===== src/rtl/usb_rx_pkt_ctrl_if.sv =====
// Handshake and status bundle between the USB 1.1 receiver/RX FIFO, the packet
// controller and the downstream endpoint logic.
interface usb_rx_pkt_ctrl_if #(
  parameter int LEN_W = 7
);
  logic             rcving;
  logic             r_error;
  logic [3:0]       PID;
  logic             empty;
  logic             full;
  logic [7:0]       r_data;
  logic             r_enable;
  logic [7:0]       out_data;
  logic             out_valid;
  logic             out_ready;
  logic             pkt_done;
  logic [LEN_W-1:0] pkt_len;
  logic [3:0]       pkt_pid;
  logic [1:0]       pkt_err;

  // The controller side.
  modport master (
    input  rcving, r_error, PID, empty, full, r_data, out_ready,
    output r_enable, out_data, out_valid, pkt_done, pkt_len, pkt_pid, pkt_err
  );

  // The environment side: receiver, FIFO and downstream consumer.
  modport slave (
    output rcving, r_error, PID, empty, full, r_data, out_ready,
    input  r_enable, out_data, out_valid, pkt_done, pkt_len, pkt_pid, pkt_err
  );
endinterface


===== src/rtl/usb_rx_pkt_ctrl.sv =====
// Packet-level sequencer for the USB 1.1 RX FIFO: drains payload bytes through a
// one-entry valid/ready register, enforces length and inter-byte timeout, reports status.
module usb_rx_pkt_ctrl #(
  parameter int MAX_LEN = 64,
  parameter int LEN_W   = 7,
  parameter int TIMEOUT = 200,
  parameter int TO_W    = 8
) (
  input  logic              clk,
  input  logic              n_rst,
  usb_rx_pkt_ctrl_if.master bus
);

  typedef enum logic [2:0] {
    IDLE      = 3'd0,
    RECV      = 3'd1,
    FLUSH     = 3'd2,
    DRAIN_OUT = 3'd3,
    DONE      = 3'd4
  } state_t;

  localparam logic [1:0] ERR_OK  = 2'b00;
  localparam logic [1:0] ERR_RX  = 2'b01;
  localparam logic [1:0] ERR_LEN = 2'b10;
  localparam logic [1:0] ERR_TO  = 2'b11;

  state_t           state_q, state_d;
  logic [LEN_W-1:0] cnt_q, cnt_d;
  logic [TO_W-1:0]  to_q, to_d;
  logic [1:0]       err_q, err_d;
  logic [7:0]       out_data_q, out_data_d;
  logic             out_valid_q, out_valid_d;
  logic [LEN_W-1:0] pkt_len_q, pkt_len_d;
  logic [3:0]       pkt_pid_q, pkt_pid_d;
  logic [1:0]       pkt_err_q, pkt_err_d;
  logic             r_error_q;

  logic discarding;
  logic pop;
  logic accept;
  logic err_rise;
  logic timeout_hit;
  logic start_pkt;
  logic finish_pkt;
  logic r_enable_c;
  logic pkt_done_c;
  logic unused_full;

  // FIFO full is pure backpressure here; the receiver reports its own overflow on r_error.
  assign unused_full = bus.full;

  assign discarding  = (cnt_q == LEN_W'(MAX_LEN));
  assign pop         = ((state_q == RECV) || (state_q == FLUSH)) && !bus.empty &&
                       (!out_valid_q || bus.out_ready || discarding);
  assign accept      = out_valid_q && bus.out_ready;
  assign err_rise    = bus.r_error && !r_error_q;
  assign timeout_hit = (state_q == RECV) && bus.empty && (to_q == TO_W'(TIMEOUT - 1));
  assign start_pkt   = (state_q == IDLE) && bus.rcving;
  assign finish_pkt  = (state_q == DRAIN_OUT) && !out_valid_q;

  always_ff @(posedge clk or negedge n_rst) begin
    if (!n_rst) begin
      state_q <= IDLE;
    end else begin
      state_q <= state_d;
    end
  end

  always_comb begin
    state_d = state_q;
    unique case (state_q)
      IDLE:      if (bus.rcving) state_d = RECV;
      RECV:      if (timeout_hit || !bus.rcving) state_d = FLUSH;
      FLUSH:     if (bus.empty) state_d = DRAIN_OUT;
      DRAIN_OUT: if (!out_valid_q) state_d = DONE;
      DONE:      state_d = IDLE;
      default:   state_d = IDLE;
    endcase
  end

  always_comb begin
    cnt_d       = cnt_q;
    to_d        = to_q;
    err_d       = err_q;
    out_data_d  = out_data_q;
    out_valid_d = out_valid_q;
    pkt_len_d   = pkt_len_q;
    pkt_pid_d   = pkt_pid_q;
    pkt_err_d   = pkt_err_q;

    if (start_pkt) begin
      cnt_d = '0;
      to_d  = '0;
      err_d = ERR_OK;
    end

    // Earlier errors take precedence over later ones, so each source only fills an empty code.
    if ((state_q == RECV) && bus.r_error && (err_d == ERR_OK)) begin
      err_d = ERR_RX;
    end
    if (((state_q == FLUSH) || (state_q == DRAIN_OUT)) && err_rise && (err_d == ERR_OK)) begin
      err_d = ERR_RX;
    end

    if (accept) begin
      out_valid_d = 1'b0;
    end
    if (pop) begin
      if (!discarding) begin
        out_data_d  = bus.r_data;
        out_valid_d = 1'b1;
        cnt_d       = cnt_q + LEN_W'(1);
      end else if (err_d == ERR_OK) begin
        err_d = ERR_LEN;
      end
    end

    if (state_q == RECV) begin
      if (pop) begin
        to_d = '0;
      end else if (bus.empty) begin
        to_d = to_q + TO_W'(1);
      end
    end
    if (timeout_hit && (err_d == ERR_OK)) begin
      err_d = ERR_TO;
    end

    // Status is loaded on entry to DONE so it is already valid while pkt_done is high.
    if (finish_pkt) begin
      pkt_len_d = cnt_q;
      pkt_pid_d = bus.PID;
      pkt_err_d = err_d;
    end
  end

  always_ff @(posedge clk or negedge n_rst) begin
    if (!n_rst) begin
      cnt_q       <= '0;
      to_q        <= '0;
      err_q       <= ERR_OK;
      out_data_q  <= '0;
      out_valid_q <= 1'b0;
      pkt_len_q   <= '0;
      pkt_pid_q   <= '0;
      pkt_err_q   <= ERR_OK;
      r_error_q   <= 1'b0;
    end else begin
      cnt_q       <= cnt_d;
      to_q        <= to_d;
      err_q       <= err_d;
      out_data_q  <= out_data_d;
      out_valid_q <= out_valid_d;
      pkt_len_q   <= pkt_len_d;
      pkt_pid_q   <= pkt_pid_d;
      pkt_err_q   <= pkt_err_d;
      r_error_q   <= bus.r_error;
    end
  end

  always_comb begin
    r_enable_c = pop;
    pkt_done_c = (state_q == DONE);
  end

  assign bus.r_enable  = r_enable_c;
  assign bus.pkt_done  = pkt_done_c;
  assign bus.out_data  = out_data_q;
  assign bus.out_valid = out_valid_q;
  assign bus.pkt_len   = pkt_len_q;
  assign bus.pkt_pid   = pkt_pid_q;
  assign bus.pkt_err   = pkt_err_q;

endmodule


===== src/flat_wrapper.sv =====
// flat-port wrapper written by rule: the top's interface ports become plain ports
module usb_rx_pkt_ctrl_flat 
#(
  parameter int MAX_LEN = 64,
  parameter int LEN_W   = 7,
  parameter int TIMEOUT = 200,
  parameter int TO_W    = 8
)
  (clk, n_rst, bus_rcving, bus_r_error, bus_PID, bus_empty, bus_full, bus_r_data, bus_out_ready, bus_r_enable, bus_out_data, bus_out_valid, bus_pkt_done, bus_pkt_len, bus_pkt_pid, bus_pkt_err);
  usb_rx_pkt_ctrl_if #(.LEN_W(LEN_W)) bus_i ();
  input  logic clk;
  input  logic n_rst;
  input wire logic [$bits(bus_i.rcving)-1:0] bus_rcving;
  input wire logic [$bits(bus_i.r_error)-1:0] bus_r_error;
  input wire logic [$bits(bus_i.PID)-1:0] bus_PID;
  input wire logic [$bits(bus_i.empty)-1:0] bus_empty;
  input wire logic [$bits(bus_i.full)-1:0] bus_full;
  input wire logic [$bits(bus_i.r_data)-1:0] bus_r_data;
  input wire logic [$bits(bus_i.out_ready)-1:0] bus_out_ready;
  output wire logic [$bits(bus_i.r_enable)-1:0] bus_r_enable;
  output wire logic [$bits(bus_i.out_data)-1:0] bus_out_data;
  output wire logic [$bits(bus_i.out_valid)-1:0] bus_out_valid;
  output wire logic [$bits(bus_i.pkt_done)-1:0] bus_pkt_done;
  output wire logic [$bits(bus_i.pkt_len)-1:0] bus_pkt_len;
  output wire logic [$bits(bus_i.pkt_pid)-1:0] bus_pkt_pid;
  output wire logic [$bits(bus_i.pkt_err)-1:0] bus_pkt_err;
  assign bus_i.rcving = bus_rcving;
  assign bus_i.r_error = bus_r_error;
  assign bus_i.PID = bus_PID;
  assign bus_i.empty = bus_empty;
  assign bus_i.full = bus_full;
  assign bus_i.r_data = bus_r_data;
  assign bus_i.out_ready = bus_out_ready;
  assign bus_r_enable = bus_i.r_enable;
  assign bus_out_data = bus_i.out_data;
  assign bus_out_valid = bus_i.out_valid;
  assign bus_pkt_done = bus_i.pkt_done;
  assign bus_pkt_len = bus_i.pkt_len;
  assign bus_pkt_pid = bus_i.pkt_pid;
  assign bus_pkt_err = bus_i.pkt_err;
  usb_rx_pkt_ctrl #(.MAX_LEN(MAX_LEN), .LEN_W(LEN_W), .TIMEOUT(TIMEOUT), .TO_W(TO_W)) u_core (.clk(clk), .n_rst(n_rst), .bus(bus_i));
endmodule

===== config.mk =====
export PLATFORM = sky130hd
export DESIGN_NAME = usb_rx_pkt_ctrl_flat
export DESIGN_NICKNAME = d
export VERILOG_FILES = /design/src/rtl/usb_rx_pkt_ctrl_if.sv /design/src/rtl/usb_rx_pkt_ctrl.sv /design/src/flat_wrapper.sv
export SDC_FILE = /design/constraint.sdc
export NUM_CORES = 1
export LEC_CHECK = 0
export ABC_AREA = 1
export CORE_UTILIZATION = 30
export CTS_CLUSTER_DIAMETER = 100
export DETAILED_ROUTE_END_ITERATION = 10
export DONT_BUFFER_PORTS = 1
export PLACE_DENSITY_LB_ADDON = 0.25
export SLEW_MARGIN = 15
export SYNTH_ARGS = -nofsm -noshare
export SYNTH_HDL_FRONTEND = slang
export SYNTH_SLANG_ARGS = --single-unit
export TNS_END_PERCENT = 30

===== constraint.sdc =====
create_clock -name clk -period 1.81 [get_ports clk]
set_clock_uncertainty 0.05 [all_clocks]
set_input_delay 0.362 -clock clk [delete_from_list [all_inputs] [get_ports clk]]
set_output_delay 0.362 -clock clk [all_outputs]
set_load 0.05 [all_outputs]

==> results of run 1 <==
-- cell type report --
class / instances / area [um^2] / area share
inverters: 29 / 109 / 0.0436
repair buffers: 24 / 215 / 0.0863
flip-flops and latches: 43 / 1080 / 0.432
well taps: 80 / 100 / 0.0401
multi-input cells: 177 / 906 / 0.363
clock buffers: 6 / 82.6 / 0.0331
clock inverters: 1 / 5.00 / 0.00201
-- synthesized netlist by cell type (all sizes together) --
cell type	count	area, um^2
nand2	91	357
dfrtp	43	1080
inv	28	105
nor2	19	88.8
nand3	18	113
o21ai	18	90.1
nor3	8	40.0
a21oi	6	41.3
buf	4	25.0
ha	3	37.5
nand4	3	25.0
a31oi	2	12.5
nand3b	2	15.0
xor2	2	17.5
a211oi	1	7.51
a21o	1	7.51
clkbuf	1	3.75
clkinv	1	3.75
nor3b	1	7.51
o211ai	1	7.51
o21bai	1	7.51
-- worst max-delay path: cells and delay by family (launching register included) --
| family | cells | cell delay, ns |
|---|---|---|
| buffers and inverters | 2 | 0.25 |
| flip-flops | 1 | 0.39 |
| AO/OA/AOI/OAI | 1 | 0.19 |
| AND/OR/NAND/NOR | 1 | 0.11 |
| adder cells (fa/ha/maj) | 1 | 0.15 |
-- worst max-delay path by stage --
stage / from / to / slack, ns
2_1_floorplan: u_core.cnt_q[0]$_DFF_PN0_ / u_core.bus.out_data[0]$_DFFE_PN0P_ / -0.006
4_1_cts: u_core.cnt_q[1]$_DFF_PN0_ / bus_r_enable / -0.01
3_3_place_gp: u_core.cnt_q[0]$_DFF_PN0_ / bus_r_enable / 0.12
5_1_grt: u_core.state_q[0]$_DFFE_PN0P_ / bus_r_enable / -0.08
6_report: u_core.cnt_q[1]$_DFF_PN0_ / bus_r_enable / 0.008
3_5_place_dp: u_core.cnt_q[0]$_DFF_PN0_ / u_core.cnt_q[2]$_DFF_PN0_ / 0.10
-- kinds of logic after synthesis --
family,after synthesis,synth area share
buffers and inverters,34,0.0659
flip-flops,43,0.515
adder cells (fa/ha/maj),3,0.0180
XOR/XNOR,2,0.00839
AND/OR/NAND/NOR,142,0.309
AO/OA/AOI/OAI,30,0.0833
-- through the flow --
step / setup TNS [ns] / setup slack, ns / power [mW]
final: 0 / 0.00808 / 4.63
after global routing: -0.0870 / -0.0756 / 4.96
after CTS: -0.0129 / -0.0129 / 4.65
after detailed placement: 0 / 0.102 / 3.84
after global placement: 0 / 0.119 / 3.80
after floorplan: -0.0425 / -0.00603 / 3.33
-- what timing repair did --
action                                  CTS  global route
pin swaps                                 3             0
endpoints found under the setup margin    1             3
setup buffers                             6             1
hold endpoints to repair                 43             0
hold buffers                              2             0
gates resized for setup                   7             1
cloned                                    0             0
-- sequential cells by signal, summed over array words and instances, names as in the netlist --
signal and flops:
u_core.err_q 2, u_core.bus.pkt_pid 4, u_core.state_q 3, u_core.bus.out_valid 1
u_core.bus.pkt_err 2, u_core.bus.out_data 8, u_core.bus.pkt_len 7, u_core.to_q 8
u_core.cnt_q 7, u_core.r_error_q 1
-- power groups by stage --
stage | logic, mW | registers (mW) | clock network (mW)
CTS | 1.79 | 2.21 | 0.649
finish | 1.80 | 2.21 | 0.620
detailed placement | 1.62 | 2.22 | 0
floorplan | 1.10 | 2.22 | 0
global placement | 1.59 | 2.22 | 0
global route | 2.02 | 2.25 | 0.688
-- placed cells by master, fill, tap and decap left out, types with 2 or more instances in the layout --
master    count
nor3_1        7
xor2_1        2
nand2_2       3
o21ai_0      16
nand2_1      87
buf_4        21
a31oi_1       2
nand3_2       2
nor2_1       14
inv_2         5
a21oi_1       5
nor2_4        2
clkbuf_8      6
ha_1          2
nand3b_1      2
nand4_1       2
o21ai_1       2
nor2_2        3
dfrtp_1      42
nand3_1      15
inv_1        23
-- layer usage --
metal / track usage / up-vias
met4: 0.0439 / 0
met2: 0.219 / 38
met3: 0.0370 / 7
li1: - / 856
met1: 0.182 / 787
met5: 0 / -
==> results.md, run 1 <==
- Sw frac: 0.496
- Synth Instances: 254
- WL met2: 2190 um
- Die area: 0.00730 mm^2
- Yosys reg bits: 43
- Reg clk slew, reported paths: about 0.080 ns
- Core area: 0.00676 mm^2
- Initial Util: 0.309
- Worst r2r dst: u_core.cnt_q[2]$_DFF_PN0_
- Lkg Pwr: 1.24 nW
- Nets: 302
- Cts bufs inserted: 5
- Mapped Area: 0.00209 mm^2
- Rows: 30
- Via Count: between 1500 and 2000
- Vias in the first global route: 1663
- RSZ-0062 raised after global routing: yes
- Tmin final: 1.80 ns
- Clk network pwr share: 0.134
- Critical path type: reg -> out
- CP cell instances: inv_2 > ha_4 > nand4_4 > a21oi_4 > buf_12
- Htree depth: 2
- Finished Layout Cells: 360
- Top layer in use: met4
- Comb pwr share: 0.389
- PortBufs: 0
- Crit-path slowest cell: dfrtp_1
- Clock tree buffer depth: 2
- Crit-path max FO: 4
- Met3 WL: 215 um
- GP Congestion: 0.759
- Drt drc: 0
- I/O pin total: 43
- Highest Clock Rate: 555 MHz
- Post-Layout Inst Area: 0.00249 mm^2
- Clock network latency to the later pin of the worst-skew pair: 0.29 ns
- Peak supply drop: about 0.00072 V
- Vias per cell: roughly 4.7
- Total gr overflow: 0
- Syn nets: 276
- CTS tree: done
- Fin. Hold Viols: 0
- Int Power: 2.33 mW
- Final core utilization: 0.369
- Root Driver: clkbuf_8
- Origin of the critical flop-to-flop path: u_core.cnt_q[1]$_DFF_PN0_
- Syn_area_per_cell: 8.22 um^2
- Placed Area: 0.00230 mm^2
- Fin crit share: 0.996
- Routed WL: between 4000 and 5000 um
- Tot GR Track Use: 0.137
- Met1 wire length: 2130 um
- Final hold slack: 0.0420 ns
- Critical Path AT: 1.39 ns
- WHS Endpoint: u_core.r_error_q$_DFF_PN0_
- Hold Path Class: in -> reg
- Wire per inst: between 10 and 15 um
- Synth unique cells: 33
- Status: finished clean
- Data required time of the worst path: 1.40 ns
- Initial antenna violation count: 0
- Hold depth: 0
- Hold Path Origin: bus_r_error
- Critical path's largest stage delay: 0.39 ns
- Pre-Repair DR Iteration Count: 4
- Clock Sinks: 43
- DP Wirelength: 3130 um
- Crit end category: output port
- Number of diodes: 0
- Slew Limit Headroom: 0.663
- Final Slew Violations: 0
- R2r setup slk: roughly 0.11 ns
- Part of the power in registers: 0.477
- Post-route ant nets: 0
- Die W: roughly 85 um
- Setup violations, final: 0
- First-pass GRT wire length: 7870 um
- Drt initial violations: 60
- Placed Cells: 344
- # fillers: roughly 700
- Seq/Total Area, Yosys: 0.515
- Largest net degree at the start of global routing: 44
- Die height: around 85 um
- Worst Tran Pin Value: between 0.5 and 0.6 ns
- Yosys warning count: 0
- Share of cells above drive strength 1: 0.186
- Area grow syn2layout: 19.5%
- MaxCap Viol Count: 0
- Pwr dens: 1850 mW/mm^2
- Sw power: about 2.3 mW
- Startpoint types: flop
- Worst r2r path cells: 11
(Power assumes the default switching activity.)
==> inputs of run 2 (changes only) <==
CORE_MARGIN = 10   (was unset)
==> run 2 against run 1 <==
  * Clock-buffer cell count is 2 higher
  * Global-route usage is 4.0 points lower
  * Critical path depth stayed put
  * Cell count is 4.4% higher
  * Non-clock buffer count is 1 lower
  * Register-to-register slack better by 0.02 ns
  * Clock power is 9.0% higher
  * Total power is 0.63% higher
  * Maximum frequency is 0.17% lower
  * Largest cell class unchanged
  * Largest power group unchanged
==> results.md, run 2 (synthesized netlist as in run 1, its figures left out) <==
- Nets: 301
- Die W: 103 um
- Drt initial violations: 65
- Status: finished clean
- Placed Area: 0.00232 mm^2
- Vias per cell: 4.38
- CP cell instances: inv_2 > ha_4 > nand4_4 > a21oi_4 > buf_12
- # fillers: 701
- Initial antenna violation count: 0
- Critical Path AT: 1.39 ns
- Via Count: 1647
- Initial Util: 0.307
- Largest net degree at the start of global routing: 44
- Tmin final: 1.80 ns
- Area grow syn2layout: 20.9%
- Core area: 0.00679 mm^2
- Final core utilization: 0.371
- Root Driver: clkbuf_8
- Clock Sinks: 43
- Rows: 30
- Commonest non-fill, non-tap cell in the layout: nand2_1
- Routed WL: 4880 um
- Post-route ant nets: 0
- Slew Limit Headroom: 0.660
- Post-Layout Inst Area: between 0.002 and 0.003 mm^2
- Crit end category: output port
- Tot GR Track Use: 0.0975
- Vias in the first global route: 1716
- Final Power: 4.66 mW
- Startpoint types: flop
- Clock tree buffer depth: 2
- CTS tree: done
- Htree depth: 2
- Cts bufs inserted: 5
- RSZ-0062 raised after global routing: yes
- Setup violations, final: 0
- Fin. Hold Viols: 0
- Die area: 0.0107 mm^2
- MaxCap Viol Count: 0
- Final Slew Violations: 0
- Total gr overflow: 0
- Setup WS post-layout: 0.00505 ns
- GP Congestion: 0.798
- Die height: 103 um
- Drt drc: 0
- PortBufs: 0
- I/O pin total: 43
- Pwr dens: about 1800 mW/mm^2
- Lkg Pwr: 1.24 nW
- Fin crit share: 0.997
- First-pass GRT wire length: 8360 um
- Clock network latency to the later pin of the worst-skew pair: 0.29 ns
- Critical path type: reg -> out
- Data required time of the worst path: 1.40 ns
- Number of diodes: 0
- Most frequent cells in the layout: nand2_1, dfrtp_1, inv_1
- Crit-path slowest cell: dfrtp_1
- Hold Path Class: in -> reg
- Crit-path max FO: 6
- DP Wirelength: 3500 um
- Peak supply drop: approximately 0.0008 V
- Pre-Repair DR Iteration Count: 4
- Reg clk slew, reported paths: approximately 0.080 ns
- Highest Clock Rate: 554 MHz
- Share of cells above drive strength 1: 0.182
- Wire per inst: between 10 and 15 um
- Worst Tran Pin Value: roughly 0.51 ns
- Critical path's largest stage delay: 0.40 ns
- Dpl ws: about 0.14 ns
## run 2: repair_timing
action / 4_1_cts / 5_1_grt
resized for setup: 7 / 1
endpoints found under the hold margin: 43 / 0
setup buffers: 4 / 2
hold buffers: 2 / 0
pin swaps: 2 / 0
setup endpoints to repair: 1 / 2
## run 2: per-layer routing
metal / global-route usage / wire length [um] / share of wire / vias up
met4: 0.0193 / 36 / 0.0074 / 0
met3: 0.0339 / 259 / 0.053 / 4
li1: - / - / - / 854
met1: 0.120 / 2250 / 0.46 / 758
met2: 0.161 / 2330 / 0.48 / 31
met5: 0 / 0 / 0 / -
## run 2: power by group
group          switching, mW  internal [mW]  total [mW]
clock network          0.327          0.349       0.676
registers              0.934           1.28        2.21
logic                   1.03          0.732        1.77
total                   2.29           2.36        4.66
## run 2: worst max-delay path, delay by kind of cell, from the launching register on
kind            cells  cell delay, ns
fa+ha+maj           1            0.16
flops               1            0.40
buf+inv             2            0.25
simple gates        1            0.12
compound gates      1            0.18
## run 2: final cells by class
type                    count  area, um^2  area share
repair buffers             23         211      0.0838
multi-input cells         177         906       0.359
inverters                  29         109      0.0431
well taps                  96         120      0.0476
clock buffers               8         100      0.0397
flip-flops and latches     43        1080       0.427
## run 2: final timing paths
| path | from | slack (ns) | end | cells past startpoint |
|---|---|---|---|---|
| max in group asynchronous | n_rst | 0.98 | u_core.bus.pkt_len[4]$_DFFE_PN0P_ | 2 |
| hold / removal | bus_r_error | 0.04 | u_core.r_error_q$_DFF_PN0_ | 0 |
| hold reg to reg | u_core.err_q[1]$_DFF_PN0_ | 0.51 | u_core.err_q[1]$_DFF_PN0_ | 2 |
| setup reg to reg | u_core.cnt_q[0]$_DFF_PN0_ | 0.13 | u_core.cnt_q[2]$_DFF_PN0_ | 9 |
| min in group asynchronous | n_rst | 0.51 | u_core.state_q[0]$_DFFE_PN0P_ | 2 |
| setup / recovery | u_core.cnt_q[0]$_DFF_PN0_ | 0.005 | bus_r_enable | 5 |
## run 2: through the flow
| step | hold slack (ns) | setup TNS, ns | std cells |
|---|---|---|---|
| after CTS | 0.0286 | -0.00901 | 374 |
| after detailed placement | 0.0188 | 0 | 360 |
| final | 0.0418 | 0 | 376 |
| after global routing | 0.0200 | -0.0832 | 376 |
| after floorplan | 0.0164 | -0.0425 | 254 |
| after global placement | 0.0188 | 0 | 360 |
==> inputs of run 3 (changes only) <==
ABC_AREA = unset   (was 1)
==> run 3 against run 2 <==
  * The run now ends with negative setup slack left
  * Die area down 2.3%
  * Maximum frequency down 10%
  * Cell count down 25%
  * Sequential share of layout area fell by 1.7 points
  * Register-to-register slack worse by 0.26 ns
  * Worst hold slack got worse by 0.0042 ns
  * Largest power group unchanged
  * Critical endpoint unchanged
  * Setup slack worse by 0.21 ns
==> results.md, run 3 <==
- Status: finished with violations
- Failing checks: negative setup slack
- Via Count: 1418
- Synth Instances: around 170
- Final Slew Violations: 0
- Part of the power in registers: 0.448
- Sw power: 2.03 mW
- Htree depth: 2
- Crit-path max FO: 4
- Total gr overflow: 0
- Post-synth top area share: 0.530
- Share of cells above drive strength 1: 0.417
- Root Driver: clkbuf_8
- RSZ-0062 raised after global routing: yes
- Die W: between 100 and 150 um
- Syn_area_per_cell: 11.9 um^2
- Initial antenna violation count: 0
- Startpoint types: flop
- Drt initial violations: 50
- Comb pwr share: 0.382
- Vias per cell: 5.05
- Slew Limit Headroom: 0.670
- Rows: 29
- Vias in the first global route: about 1500
- MaxCap Viol Count: 0
- # fillers: roughly 630
- Pre-Repair DR Iteration Count: 3
- Lkg Pwr: 1.24 nW
- Area of the multi-input gates: roughly 990 um^2
- Commonest non-fill, non-tap cell in the layout: dfrtp_1
- Most frequent cells in the layout: dfrtp_1, buf_4, nand2_1
- Post-synth EDFFs: 0
- Final Power: around 4.7 mW
- Core area: 0.00646 mm^2
- Reg area: 0.00108 mm^2
- Dominant synthesized flop cell: dfrtp_1
- Critical path type: reg -> out
- Synth area leader: dfrtp_1
- Mapped Area: 0.00203 mm^2
- Finished Layout Cells: about 280
- Highest Clock Rate: 497 MHz
- Clk network pwr share: 0.169
- First-pass GRT wire length: 7660 um
- CTS tree: done
- Initial Util: 0.314
- Cts bufs inserted: 5
- Fin crit share: 1.11
- DP Wirelength: between 3000 and 4000 um
- Setup WS post-layout: -0.202 ns
- Largest cells by area after synthesis: dfrtp_1, mux2_2, mux2i_1
- Clock Sinks: 43
- Synth unique cells: 39
- Nets: about 230
- Hold Path Class: in -> reg
- Setup TNS: -1.26 ns
- Final core utilization: 0.406
- Most frequent cells after synthesis: dfrtp_1, mux2_2, nand2_1
- Critical Path AT: 1.60 ns
- Largest net degree at the start of global routing: 44
- Crit end category: output port
- Yosys warning count: 0
- Placed Cells: 261
- Tmin final: about 2 ns
- Sw frac: 0.433
- Routed WL: 4780 um
- Area grow syn2layout: 29.2%
- Int Power: 2.66 mW
- Yosys reg bits: between 40 and 50
- Worst Tran Pin Value: ~0.50 ns
- Die height: 102 um
- Final hold slack: 0.0377 ns
- PortBufs: 0
- GP Congestion: 0.788
- Post-route ant nets: 0
- I/O pin total: 43
- Number of diodes: 0
- Drt drc: 0
- Peak supply drop: 0.000900 V
- Die area: 0.0105 mm^2
- Post-synthesis async set-or-reset flop share: 1.00
- Syn nets: approximately 190
- Pwr dens: around 1800 mW/mm^2
- Tot GR Track Use: 0.0926
- Data required time of the worst path: 1.40 ns
- Setup violations, final: 18
- Wire per inst: 17.0 um
- Clock tree buffer depth: 2
- Seq/Total Area, Yosys: 0.530
- Most common cell in the netlist: dfrtp_1
- Reg clk slew, reported paths: 0.08 ns
- Clock network latency to the later pin of the worst-skew pair: 0.30 ns
- Fin. Hold Viols: 0
[run 3: power groups by stage]
stage	Clock (mW)	Combinational, mW	Sequential, mW
CTS	0.826	1.66	2.11
floorplan	0	0.990	2.09
global route	0.858	1.93	2.15
global placement	0	1.43	2.12
finish	0.794	1.79	2.10
detailed placement	0	1.47	2.13
[run 3: metrics by stage]
stage | instance area (um^2) | setup slack [ns]
after floorplan | 2050 | -0.159
after global placement | 2300 | -0.0852
after detailed placement | 2300 | -0.118
after CTS | 2550 | -0.177
after global routing | 2620 | -0.268
final | 2620 | -0.202
[run 3: layout make-up]
type	instances	share of cell area
Sequential cell	43	0.410
Multi-Input combinational cell	115	0.378
Timing Repair Buffer	34	0.123
Clock inverter	2	0.0148
Inverter	4	0.00573
Tap cell	77	0.0367
Clock buffer	6	0.0315
[run 3: critical path, stage by stage (launching register included)]
cell,delay [ns]
dfrtp_1,0.41
or2_4,0.28
or2_4,0.28
nor2_2,0.18
buf_12,0.16
[run 3: path summary, 6_finish.rpt]
path	from	to	slack [ns]	cells after the start
max	u_core.state_q[2]$_DFFE_PN0P_	bus_r_enable	-0.20	4
min	bus_r_error	u_core.r_error_q$_DFF_PN0_	0.04	0
max reg2reg	u_core.cnt_q[0]$_DFF_PN0_	u_core.to_q[5]$_DFF_PN0_	-0.13	9
min reg2reg	u_core.cnt_q[6]$_DFF_PN0_	u_core.cnt_q[6]$_DFF_PN0_	0.46	1
max in group asynchronous	n_rst	u_core.to_q[2]$_DFF_PN0_	0.98	2
min in group asynchronous	n_rst	u_core.to_q[3]$_DFF_PN0_	0.52	2
[run 3: kinds of logic after synthesis]
kind of cell	after synthesis	share of synthesized area
xor+xnor	5	0.0216
simple gates	61	0.173
fa+ha+maj	3	0.0185
compound gates	17	0.0697
buf+inv	13	0.0321
mux	29	0.155
flops	43	0.530
[run 3: repair_timing]
| item | CTS | global route |
|---|---|---|
| gates resized for setup | 12 | 13 |
| hold buffers | 2 | 0 |
| setup endpoints to repair | 11 | 20 |
| hold endpoints to repair | 43 | 0 |
| pin swaps | 4 | 11 |
| setup buffers | 7 | 4 |
[run 3: routing by layer]
layer | up-vias | track usage | wire, um
met2 | 35 | 0.151 | 2340
li1 | 669 | - | -
met5 | - | 0 | 0
met3 | 9 | 0.0412 | 405
met4 | 0 | 0.0315 | 72
met1 | 705 | 0.106 | 1960
